## src/rtl/ram_burst_ctrl.sv

```systemverilog
// Burst controller for a single-port RAM with registered read data.
// Write bursts are paced by a valid stream; read bursts issue one address per cycle.
module ram_burst_ctrl #(
  parameter int DATA_WIDTH = 8,
  parameter int ADDR_WIDTH = 4
) (
  input  logic                  clk,
  input  logic                  rst,
  input  logic                  req_valid,
  output logic                  req_ready,
  input  logic                  req_write,
  input  logic [ADDR_WIDTH-1:0] req_addr,
  input  logic [ADDR_WIDTH-1:0] req_len,
  input  logic [DATA_WIDTH-1:0] wr_data,
  input  logic                  wr_valid,
  output logic                  wr_ready,
  output logic [DATA_WIDTH-1:0] rd_data,
  output logic                  rd_valid,
  output logic                  done,
  output logic                  ram_we,
  output logic [ADDR_WIDTH-1:0] ram_addr,
  output logic [DATA_WIDTH-1:0] ram_din,
  input  logic [DATA_WIDTH-1:0] ram_dout
);

  typedef enum logic [1:0] {
    IDLE  = 2'd0,
    WRITE = 2'd1,
    READ  = 2'd2
  } state_t;

  localparam logic [ADDR_WIDTH-1:0] ADDR_ONE = ADDR_WIDTH'(1);

  state_t                  state_r, state_s;
  logic [ADDR_WIDTH-1:0]   cur_addr_r, cur_addr_s;
  logic [ADDR_WIDTH-1:0]   remaining_r, remaining_s;
  logic                    rd_valid_r;
  logic                    done_r;
  logic                    last_beat_s;

  // Next-state, address/count update and RAM-side outputs
  always_comb begin
    state_s     = state_r;
    cur_addr_s  = cur_addr_r;
    remaining_s = remaining_r;
    last_beat_s = 1'b0;
    req_ready   = 1'b0;
    wr_ready    = 1'b0;
    ram_we      = 1'b0;
    ram_addr    = cur_addr_r;
    ram_din     = '0;
    case (state_r)
      IDLE: begin
        req_ready = 1'b1;
        if (req_valid) begin
          cur_addr_s  = req_addr;
          remaining_s = req_len;
          state_s     = req_write ? WRITE : READ;
        end else begin
          state_s = IDLE;
        end
      end
      WRITE: begin
        wr_ready = 1'b1;
        ram_we   = wr_valid;
        ram_din  = wr_data;
        if (wr_valid) begin
          cur_addr_s = cur_addr_r + ADDR_ONE;
          // remaining parks at zero after the final beat
          if (remaining_r == '0) begin
            last_beat_s = 1'b1;
            state_s     = IDLE;
          end else begin
            remaining_s = remaining_r - ADDR_ONE;
          end
        end else begin
          state_s = WRITE;
        end
      end
      READ: begin
        cur_addr_s = cur_addr_r + ADDR_ONE;
        if (remaining_r == '0) begin
          last_beat_s = 1'b1;
          state_s     = IDLE;
        end else begin
          remaining_s = remaining_r - ADDR_ONE;
        end
      end
      default: begin
        state_s = IDLE;
      end
    endcase
  end

  // State, burst counters and registered status flags
  always_ff @(posedge clk or posedge rst) begin
    if (rst) begin
      state_r     <= IDLE;
      cur_addr_r  <= '0;
      remaining_r <= '0;
      rd_valid_r  <= 1'b0;
      done_r      <= 1'b0;
    end else begin
      state_r     <= state_s;
      cur_addr_r  <= cur_addr_s;
      remaining_r <= remaining_s;
      rd_valid_r  <= (state_r == READ);
      done_r      <= last_beat_s;
    end
  end

  assign rd_valid = rd_valid_r;
  assign done     = done_r;
  assign rd_data  = ram_dout;

endmodule
```

## config.mk

```make
export PLATFORM = sky130hd
export DESIGN_NAME = ram_burst_ctrl
export DESIGN_NICKNAME = d
export VERILOG_FILES = /design/src/rtl/ram_burst_ctrl.sv
export SDC_FILE = /design/constraint.sdc
export NUM_CORES = 1
export LEC_CHECK = 0
export BUFFER_PORTS_ARGS = -buffer_cell sky130_fd_sc_hd__buf_2
export CAP_MARGIN = 5
export CORE_MARGIN = 5
export CORE_UTILIZATION = 45
export DETAILED_ROUTE_END_ITERATION = 12
export HOLD_SLACK_MARGIN = 0.03
export PLACE_DENSITY = 0.83
export SYNTH_ARGS = -nofsm -noshare
export SYNTH_HDL_FRONTEND = slang
export SYNTH_SLANG_ARGS = --single-unit
```

## constraint.sdc

```tcl
create_clock -name clk -period 2.7 [get_ports clk]
set_clock_uncertainty 0.15 [all_clocks]
set_input_delay 0 -clock clk [delete_from_list [all_inputs] [get_ports clk]]
set_output_delay 0 -clock clk [all_outputs]
set_load 0.05 [all_outputs]
```

### Word level (Yosys, flattened, before mapping)

Index checks and enable logic that the tools add are counted.

| storage, ports and cells | value |
|---|---|
| register bits after elaboration | 12 |
| latch bits | 0 |
| memory bits (writable) | 0 |
| memory bits (read-only) | 0 |
| bits of input ports | 29 |
| output and inout port bits | 25 |
| logic and storage cells | 34 |
| memories kept | 0 |

| cells by class | value |
|---|---|
| add/subtract/negate cells | 2 |
| $mul | 0 |
| div/mod/pow operators | 0 |
| magnitude comparators | 0 |
| equal/unequal tests | 4 |
| shift-type cells | 0 |
| muxes and demuxes | 19 |
| bitwise gates (word level) | 0 |
| reductions and logical operators | 4 |

Operators with widths:

| kind | number |
|---|---|
| one-hot mux 4 bit (3 select lines) | 2 |
| two-way mux 4 bit | 5 |
| two-way mux 2 bit | 4 |
| two-way mux 8 bit | 1 |
| one-hot mux 2 bit (3 select lines) | 1 |
| two-way mux 1 bit | 5 |
| adder 4 x 1 -> 4 bit (second input constant) | 1 |
| zero test 4 bit | 1 |
| inequality test 2 bit (second input constant) | 2 |
| subtractor 4 x 1 -> 4 bit (second input constant) | 1 |
| AND reduction 3 bit | 1 |
| nonzero test 3 bit | 1 |
| == test 2 x 1 -> 1 bit (second input constant) | 1 |
| == test 2 bit (second input constant) | 1 |
| zero test 2 bit | 1 |
| one-hot mux 1 bit (2 select lines) | 1 |

### Longest topological paths before layout

Gate-level depths: netlist (run 1).

| depth | value |
|---|---|
| depth after elaboration | 4 |
| depth in mapped cells | 8 |
| gate-level depth less buffers | 6 |

### Least setup slack after synthesis (run 1)

Ideal clock, no wire load.

| path | value |
|---|---|
| path type | flip-flop to flip-flop |
| start point | reg state_r[1] |
| end point | reg state_r[1] |
| setup time | 0.071 ns |
| data arrival time | 1.989 ns |
| data required time | 2.479 ns |
| setup slack | 0.489 ns |
| stages on the path, launching flop included | 8 |
| period minus slack after synthesis | 2.211 ns |
| cell sequence | dfrtp_1 -> inv_1 -> ha_1 -> clkbuf_1 -> and2_1 -> or2_1 -> a31oi_1 -> nor2_1 |

| on the way | value |
|---|---|
| word-level cells in the longest chain between the ends | 3 |
| elaborated cells on any way between the ends | 6 |
| classes of those cells | eq/ne: 2; mux: 3; reduce/logical: 1 |

RTL lines:

| item | RTL line | source |
|---|---|---|
| start, declared | 34 | `state_t state_r, state_s;` |
| start signal, assigned | 104 | `state_r <= state_s;` |
| two-way mux 2 bit (2 in a row) | n/a |  |
| one-hot mux 2 bit (3 select lines) (*) | 52 | `case (state_r)` |
| net state_s[1] | 34 |  |

Mark *: on every way through the listed nets, which the timed path passes. The rest lies on a longest branch.
A chain may end at the register's enable or synchronous reset.

### Worst setup path after layout (run 1)

| path | value |
|---|---|
| start point | reg state_r[1] |
| end point | reg state_r[0] |

| on the way | value |
|---|---|
| word-level cells in the longest chain between the ends | 2 |
| elaborated cells on any way between the ends | 4 |
| classes of those cells | eq/ne: 2; mux: 1; reduce/logical: 1 |

RTL lines:

| item | RTL line |
|---|---|
| == test 2 bit (tied with other cells) | 52 |
| one-hot mux 2 bit (3 select lines) (*) | 52 |
| net state_s[0] | 34 |

Marked as above.

==> results.txt, run 1 <==
The run finished with clean final reports. The number of antenna diodes in the final layout is 0. Endpoint of the lowest-slack register-to-register path: state_r[0]$_DFF_PP0_. For the global-route congestion overflow total, the log shows 0. The tools report the effective utilization at floorplan as 0.463.

The die is 54.5 um wide. In this run the most critical hold path is launched from wr_valid. Die height: 54.5 um. The worst-path cell with the longest stage delay was dlygate4sd3_1. The period utilization is 0.781, and the detailed placer's ending HPWL is 1650 um. The peak supply drop was 0.978 mV. In the detailed route, the total length drawn on met2 is 1280 um. The met3 wire length was 157 um.

The weighted congestion reported at the end of routability-driven placement is 0.769. Traced cell by cell, the critical path runs through inv_1 > ha_1 > nor2b_1 > a31oi_1 > dlygate4sd3_1 > a21oi_1. The detailed router placed 879 vias in this run.

After detailed routing, the average wire length per cell comes to 13.6 um. The number of slew-limit violations in the final report is 0, and the worst-case headroom to the max-slew limit is 0.657. The critical path ends at state_r[0]$_DFF_PP0_. In this run the register-to-register setup slack is 0.59 ns. For the clock latency at the later pin of the worst-skew pair, the log shows 0.26 ns. The highest metal layer carrying signal wires in the routed design is met4. The tools report the total number of H-tree levels as 1. In this run the remaining antenna-violating nets after routing total 0. For this block, the routed nets add up to 2390 um of wire. The tools report the kind of end point of the critical path as a flip-flop. The average instance in the mapped netlist occupies 8.90 um2. The number of global-route vias before repair was 960. The data required time of the worst path is 2.75 ns, and the number of storage elements in the synthesis netlist is 12. Setup violations remaining at the end of the flow were counted as 0.

Setup repair after global routing left no endpoint under its margin. In this run the critical register-to-register path is launched from state_r[1]$_DFF_PP0_. The first global-routing pass estimated 3750 um of wire. The number of DRC violations after detailed routing was 0.

After floorplanning, the core was divided into 16 placement rows. In the final routing, the length of wire on met1 measures 927 um. Clock tree synthesis selected as its root buffer the cell clkbuf_4.

The fraction of layout instances using a drive strength above 1 is 0.329, and the net count after synthesis is 135. The achievable clock frequency is 474 MHz. The most frequent standard cell in the layout excluding fill and tap cells was buf_2.

The run gives 4 as the first-pass detailed-route iteration total. The number of clock sinks seen by CTS is 12. The maximum count of clock buffers along a single path is 2.

After the last flow step, the layout net total stands at 185. The completed layout was analyzed and its total power is 0.00155 W. The Yosys step of the flow raised 0 warnings. Yosys mapped the design onto 32 distinct sky130hd cell types. The initial antenna violation count was 0. The region available for standard cell placement spans 1920 um2. The clock period could shrink to 2.11 ns. The maximum number of pins on one net before global-route repair is 19, and the number of cells produced by synthesis is 100. 54 I/O pins were placed. The cell area that synthesis handed to floorplanning was 890 um2. The clock edge transition at the registers on the reported setup and hold paths was 0.08 ns; the register area share after synthesis was 0.338. In this design, the stage delay of the slowest critical-path cell is 0.56 ns. The number of fillers in the final layout came out at 178. The vias per cell came out at 4.99. The logs give 0.173 for the combined global-route utilization of all metal layers and 0 for the final count of hold timing violations.

The die covers 2970 um2. The top cell types in the final layout, fill and taps aside, are buf_2 (37), dlygate4sd3_1 (20), dfrtp_1 (12), and2_1 (9), a21oi_1 (8). For the aggregate negative setup slack, the log shows 0 ns. STA classifies the critical path startpoint as a flip-flop. In this run the worst hold path is classified as in2reg.

The number of buffers added on ports was 37; the number of cell instances on the worst register-to-register path was 6. For this design the ratio of total power to cell area is 1230 nW/um2. Relative to the synthesized area, the layout overhead comes to 41.6%. Buffers inserted during clock tree synthesis total 3. For the pin with the worst max-slew slack, the measured transition is 0.513 ns. The cell leakage power is 0.636 nW. Start point of the critical path: state_r[1]$_DFF_PP0_. Data arrives at the worst endpoint at 2.15 ns. The post-route core utilization is 0.656. The tools report the number of max-capacitance violations reported as 0.

The critical path in this run is classified as reg2reg. Along the worst path, the maximum fanout reaches 12. TritonCTS built the clock tree.

The detailed router finished its first iteration with 16 violations.
==> registers in the layout, indices dropped and copies added (netlist names) <==
name         count
state_r          2
ram_addr         4
remaining_r      4
done             1
rd_valid         1
==> routing by layer <==
| layer | vias up | track usage |
|---|---|---|
| li1 | 428 | - |
| met1 | 407 | 0.188 |
| met2 | 42 | 0.337 |
| met3 | 2 | 0.0300 |
| met4 | 0 | 0.0498 |
| met5 | - | 0 |
==> Yosys cell counts (all sizes together) <==
master,count,area [um2]
dfrtp,12,300
nand3,2,10.0
mux2i,3,30.0
buf,12,88.8
inv,7,26.3
or3,1,6.26
a31oi,3,18.8
or3b,1,8.76
o211ai,1,7.51
ha,6,75.1
a221oi,2,30.0
and2b,1,8.76
clkbuf,1,3.75
o22ai,3,25.0
o21bai,1,7.51
nor2b,4,25.0
and2,9,56.3
a21o,1,7.51
or2,1,6.26
nand2,6,32.5
a21oi,8,40.0
nor2,6,22.5
o21ai,3,15.0
nor3,4,25.0
nand2b,2,12.5
==> what timing repair did <==
action / CTS / global route
resized for setup: 0 / 0
setup buffers: 0 / 0
hold endpoints to repair: 30 / 0
hold buffers: 20 / 0
==> final cells by class <==
type / instances / area, um2 / area share
Tap cell: 27 / 33.8 / 0.0268
Inverter: 7 / 26.3 / 0.0209
Multi-Input combinational cell: 68 / 470 / 0.373
Timing Repair Buffer: 58 / 393 / 0.312
Clock buffer: 4 / 36.3 / 0.0288
Sequential cell: 12 / 300 / 0.238
==> kinds of logic after synthesis <==
family                     after synthesis  synth area share
buffers and inverters                   20             0.134
muxes                                    3            0.0338
and+or+nand+nor                         37             0.241
AOI/OAI and AO/OA                       22             0.170
adders and majority gates                6            0.0844
DFF                                     12             0.338
==> worst min path at each step <==
stage	endpoint	slack, ns	cells after the start
after floorplan	done$_DFF_PP0_	-0.29	1
after global placement	rd_data[3]	-0.15	0
after detailed placement	rd_data[3]	-0.15	0
after CTS	done$_DFF_PP0_	0.09	5
after global routing	done$_DFF_PP0_	0.18	5
final	done$_DFF_PP0_	0.11	5
==> stage by stage <==
stage                     hold slack (ns)  std cells  setup slack [ns]  area (um2)
after global placement             -0.150        152             0.792        1020
after detailed placement           -0.150        152             0.626        1020
after global routing                0.178        176             0.411        1260
final                               0.111        176             0.592        1260
after floorplan                    -0.285        100             0.489         890
after CTS                          0.0942        176             0.568        1260
==> worst max-delay path: cells and delay by family, from the launching register on <==
kind                       cells  cell delay (ns)
buffers and inverters          2             0.66
adders and majority gates      1             0.31
DFF                            1             0.42
and+or+nand+nor                1             0.29
AOI/OAI and AO/OA              2             0.20
==> power by group <==
| group | switching [W] | internal [W] | leakage (nW) | total, W |
|---|---|---|---|---|
| logic | 0.000721 | 0.000359 | 0.471 | 0.00108 |
| registers | 0.0000709 | 0.000260 | 0.145 | 0.000331 |
| clock network | 0.0000620 | 0.0000818 | 0.0210 | 0.000144 |
(Power assumes the default switching activity.)
==> run 2, diff against run 1 <==
Settings changed: CORE_UTILIZATION 45 to 38, PLACE_DENSITY 0.83 to 0.75.
Clock period 2.7 ns to 1.7 ns, I/O delays scaled along.
==> results.txt, run 2 (synthesis gave the netlist of run 1 again) <==
For the peak supply drop, the log shows 1.05 mV (+7.6%). Launch instance of the worst min-delay path: wr_valid. The tree is rooted in a clkbuf_4. For the maximum count of clock buffers along a single path, the log shows 2 (unchanged).

The final count of hold timing violations is 0 (unchanged). The number of buffers added on ports is 37 (unchanged). The CTS buffer count is 3 (unchanged), and the antenna diode count is 0 (unchanged). The combined global-route utilization of all metal layers was 0.133 (-0.0402); the vias per cell was 4.66 (-6.7%).

The tools report the first-pass GRT wire length as 3630 um (-3.3%). The period utilization was 0.982 (+0.201). The logs give 164 (+7.9%) for the cell count after placement and 190 (+8.0%) for the final instance count without filler cells.

The run gives 2230 um2 (+16%) as the area of the core region. The worst setup path is launched from a flip-flop. The worst-case headroom to the max-slew limit was 0.664 (+0.00639); the routed length per placed instance was 12.4 um (-8.8%). The number of slew-limit violations in the final report came out at 0 (unchanged).

The minimum period implied by the final worst setup slack was 1.67 ns (-0.439 ns). The run gives 0 (unchanged) as the count of final setup violators. The tools report the boundary pin count as 54 (unchanged). STA classifies the critical path endpoint as a flip-flop.

For hold timing, the worst endpoint is state_r[0]$_DFF_PP0_. The count of cells along the worst hold path came out at 5 (unchanged). The met1 capacity usage during global routing is 0.158 (-0.0297), and the number of DRC violations after detailed routing is 0 (unchanged).

The logs give 0 ns (unchanged) for the aggregate negative setup slack and 0 (unchanged) for the initial antenna violation count. For the number of fillers in the final layout, the log shows 185 (+3.9%). TritonCTS built the clock tree. In the layout the commonest cells are buf_2 (37), dlygate4sd3_1 (19), buf_4 (15), dfrtp_1 (11). For the global-route congestion overflow total, the log shows 0 (unchanged). The total number of H-tree levels is 1 (unchanged), and the number of cell instances on the worst register-to-register path is 6 (unchanged). The die area came out at 3410 um2 (+15%). The beginning of the worst register-to-register path was remaining_r[1]$_DFFE_PP0P_.

The layout-stage area growth over the synthesis result is 60.1%. The weighted congestion reported at the end of routability-driven placement was 0.774 (+0.72%); the longest individual stage delay on the worst path was 0.43 ns (-0.13 ns). The kind of cell adding the most delay to the critical path was simple AND/OR/NAND/NOR gates. The logs give 1660 um (+0.26%) for the detailed placer's ending HPWL and 0.709 nW (+12%) for the cell leakage power. The worst-margin pin slew was 0.503 ns (-0.00955 ns); the sum of routed wire length over all layers was 2360 um (-1.5%). Horizontal extent of the die: 58.4 um (+7.2%). The run gives 4 (unchanged) as the first-pass detailed-route iteration total.

The buffering stage count on the worst path with inverters included was 2 (unchanged). The worst endpoint data arrival time came out at 1.68 ns (-0.47 ns). The maximum fanout along the worst path works out to 6 (-6). The DRC violation total after the first TritonRoute iteration is 5 (-11).

Most frequent standard cell in the layout excluding fill and tap cells: buf_2. Class of the most critical setup path: reg2reg. The clock edge transition at the registers on the reported setup and hold paths was 0.08 ns (about the same).

Setup repair after global routing could not meet its margin everywhere. In this run the critical register-to-register path is captured at remaining_r[1]$_DFFE_PP0P_. For the met3 routing resource usage after global routing, the log shows 0.0132 (-0.0168).

The run gives 0.244 (-0.0926) as the met2 layer usage reported by global route. The critical path goes through inv_2 > ha_4 > or3b_4 > buf_4 > o22ai_2 > a221oi_2. Via count: 885 (+0.68%).

The power per cell area was 1980 nW/um2 (+60%). For the achievable clock frequency, the log shows 599 MHz (+26%). The tools report the number of global-route vias before repair as 866 (-9.8%).

The maximum number of pins on one net before global-route repair was 19 (unchanged); the die height was 58.4 um (+7.2%). The run gives 0.398 (-0.0646) as the effective utilization at floorplan. For the data required time of the worst path, the log shows 1.71 ns (-1.04 ns).

The clock latency at the later pin of the worst-skew pair was 0.28 ns (+0.02 ns); the number of max-capacitance violations reported was 0 (unchanged). For the number of clock sinks seen by CTS, the log shows 12 (unchanged). Worst-path cell with the longest stage delay: or3b_4.

The final layout net count was 198 (+7.0%). The setup slack of the most critical reg-to-reg path was 0.03 ns (-0.56 ns). For the standard-cell row count, the log shows 17 (+1).

The worst min-delay path category was in2reg. Fraction of layout instances using a drive strength above 1: 0.481 (+0.153). The run finished with clean final reports. The run gives 0 (unchanged) as the remaining antenna violation count. In this run the most used layer during global routing was met2.
-- run 2: layer usage --
metal  up-vias  wire [um]
met5         -          0
met4         0         23
met1       414        972
met2        16       1290
li1        453          -
met3         2         68
-- run 2: tightest hold or removal path, cell delays in order --
cell and delay (ns):
buf_2 0.09, nor2b_2 0.05, buf_4 0.13, a31oi_1 0.14, a21oi_1 0.08
-- run 2: metrics by stage --
stage | worst slack (ns) | hold slack [ns] | utilization | total power [W] | cell area, um2
after global placement | -0.0125 | -0.150 | 0.514 | 0.00233 | 1150
after detailed placement | -0.103 | -0.150 | 0.514 | 0.00239 | 1150
after CTS | 0.00546 | 0.0967 | 0.620 | 0.00273 | 1380
after global routing | -0.0510 | 0.147 | 0.638 | 0.00303 | 1420
final | 0.0305 | 0.104 | 0.638 | 0.00282 | 1420
after floorplan | -0.0308 | -0.285 | - | 0.00208 | 950
-- run 2: power by group --
part / switching, W / total [W] / internal (W)
registers: 0.000110 / 0.000526 / 0.000416
clock network: 0.000101 / 0.000231 / 0.000130
logic: 0.00125 / 0.00206 / 0.000815
total: 0.00146 / 0.00282 / 0.00136
-- run 2: worst max path at each step --
| stage | cells after the start | slack [ns] | from | to |
|---|---|---|---|---|
| final | 6 | 0.03 | remaining_r[1]$_DFFE_PP0P_ | remaining_r[1]$_DFFE_PP0P_ |
| after global routing | 6 | -0.05 | remaining_r[0]$_DFFE_PP0P_ | remaining_r[0]$_DFFE_PP0P_ |
| after CTS | 6 | 0.005 | remaining_r[0]$_DFFE_PP0P_ | remaining_r[0]$_DFFE_PP0P_ |
| after detailed placement | 6 | -0.10 | state_r[0]$_DFF_PP0_ | remaining_r[0]$_DFFE_PP0P_ |
| after global placement | 6 | -0.01 | remaining_r[0]$_DFFE_PP0P_ | remaining_r[1]$_DFFE_PP0P_ |
| after floorplan | 7 | -0.03 | state_r[1]$_DFF_PP0_ | state_r[1]$_DFF_PP0_ |
-- run 2: layout make-up --
class | count | area [um2] | share of cell area
Sequential cell | 12 | 302 | 0.212
Tap cell | 28 | 35.0 | 0.0246
Multi-Input combinational cell | 68 | 537 | 0.377
Clock buffer | 4 | 36.3 | 0.0255
Timing Repair Buffer | 71 | 488 | 0.343
Inverter | 7 | 26.3 | 0.0185
-- run 2: timing repair --
item | in CTS | in global routing
hold buffers | 19 | 0
cloned | 0 | 0
buffers inserted | 0 | 3
endpoints found under the setup margin | 3 | 5
pin swaps | 0 | 4
resized for setup | 3 | 6
hold endpoints to repair | 30 | 0
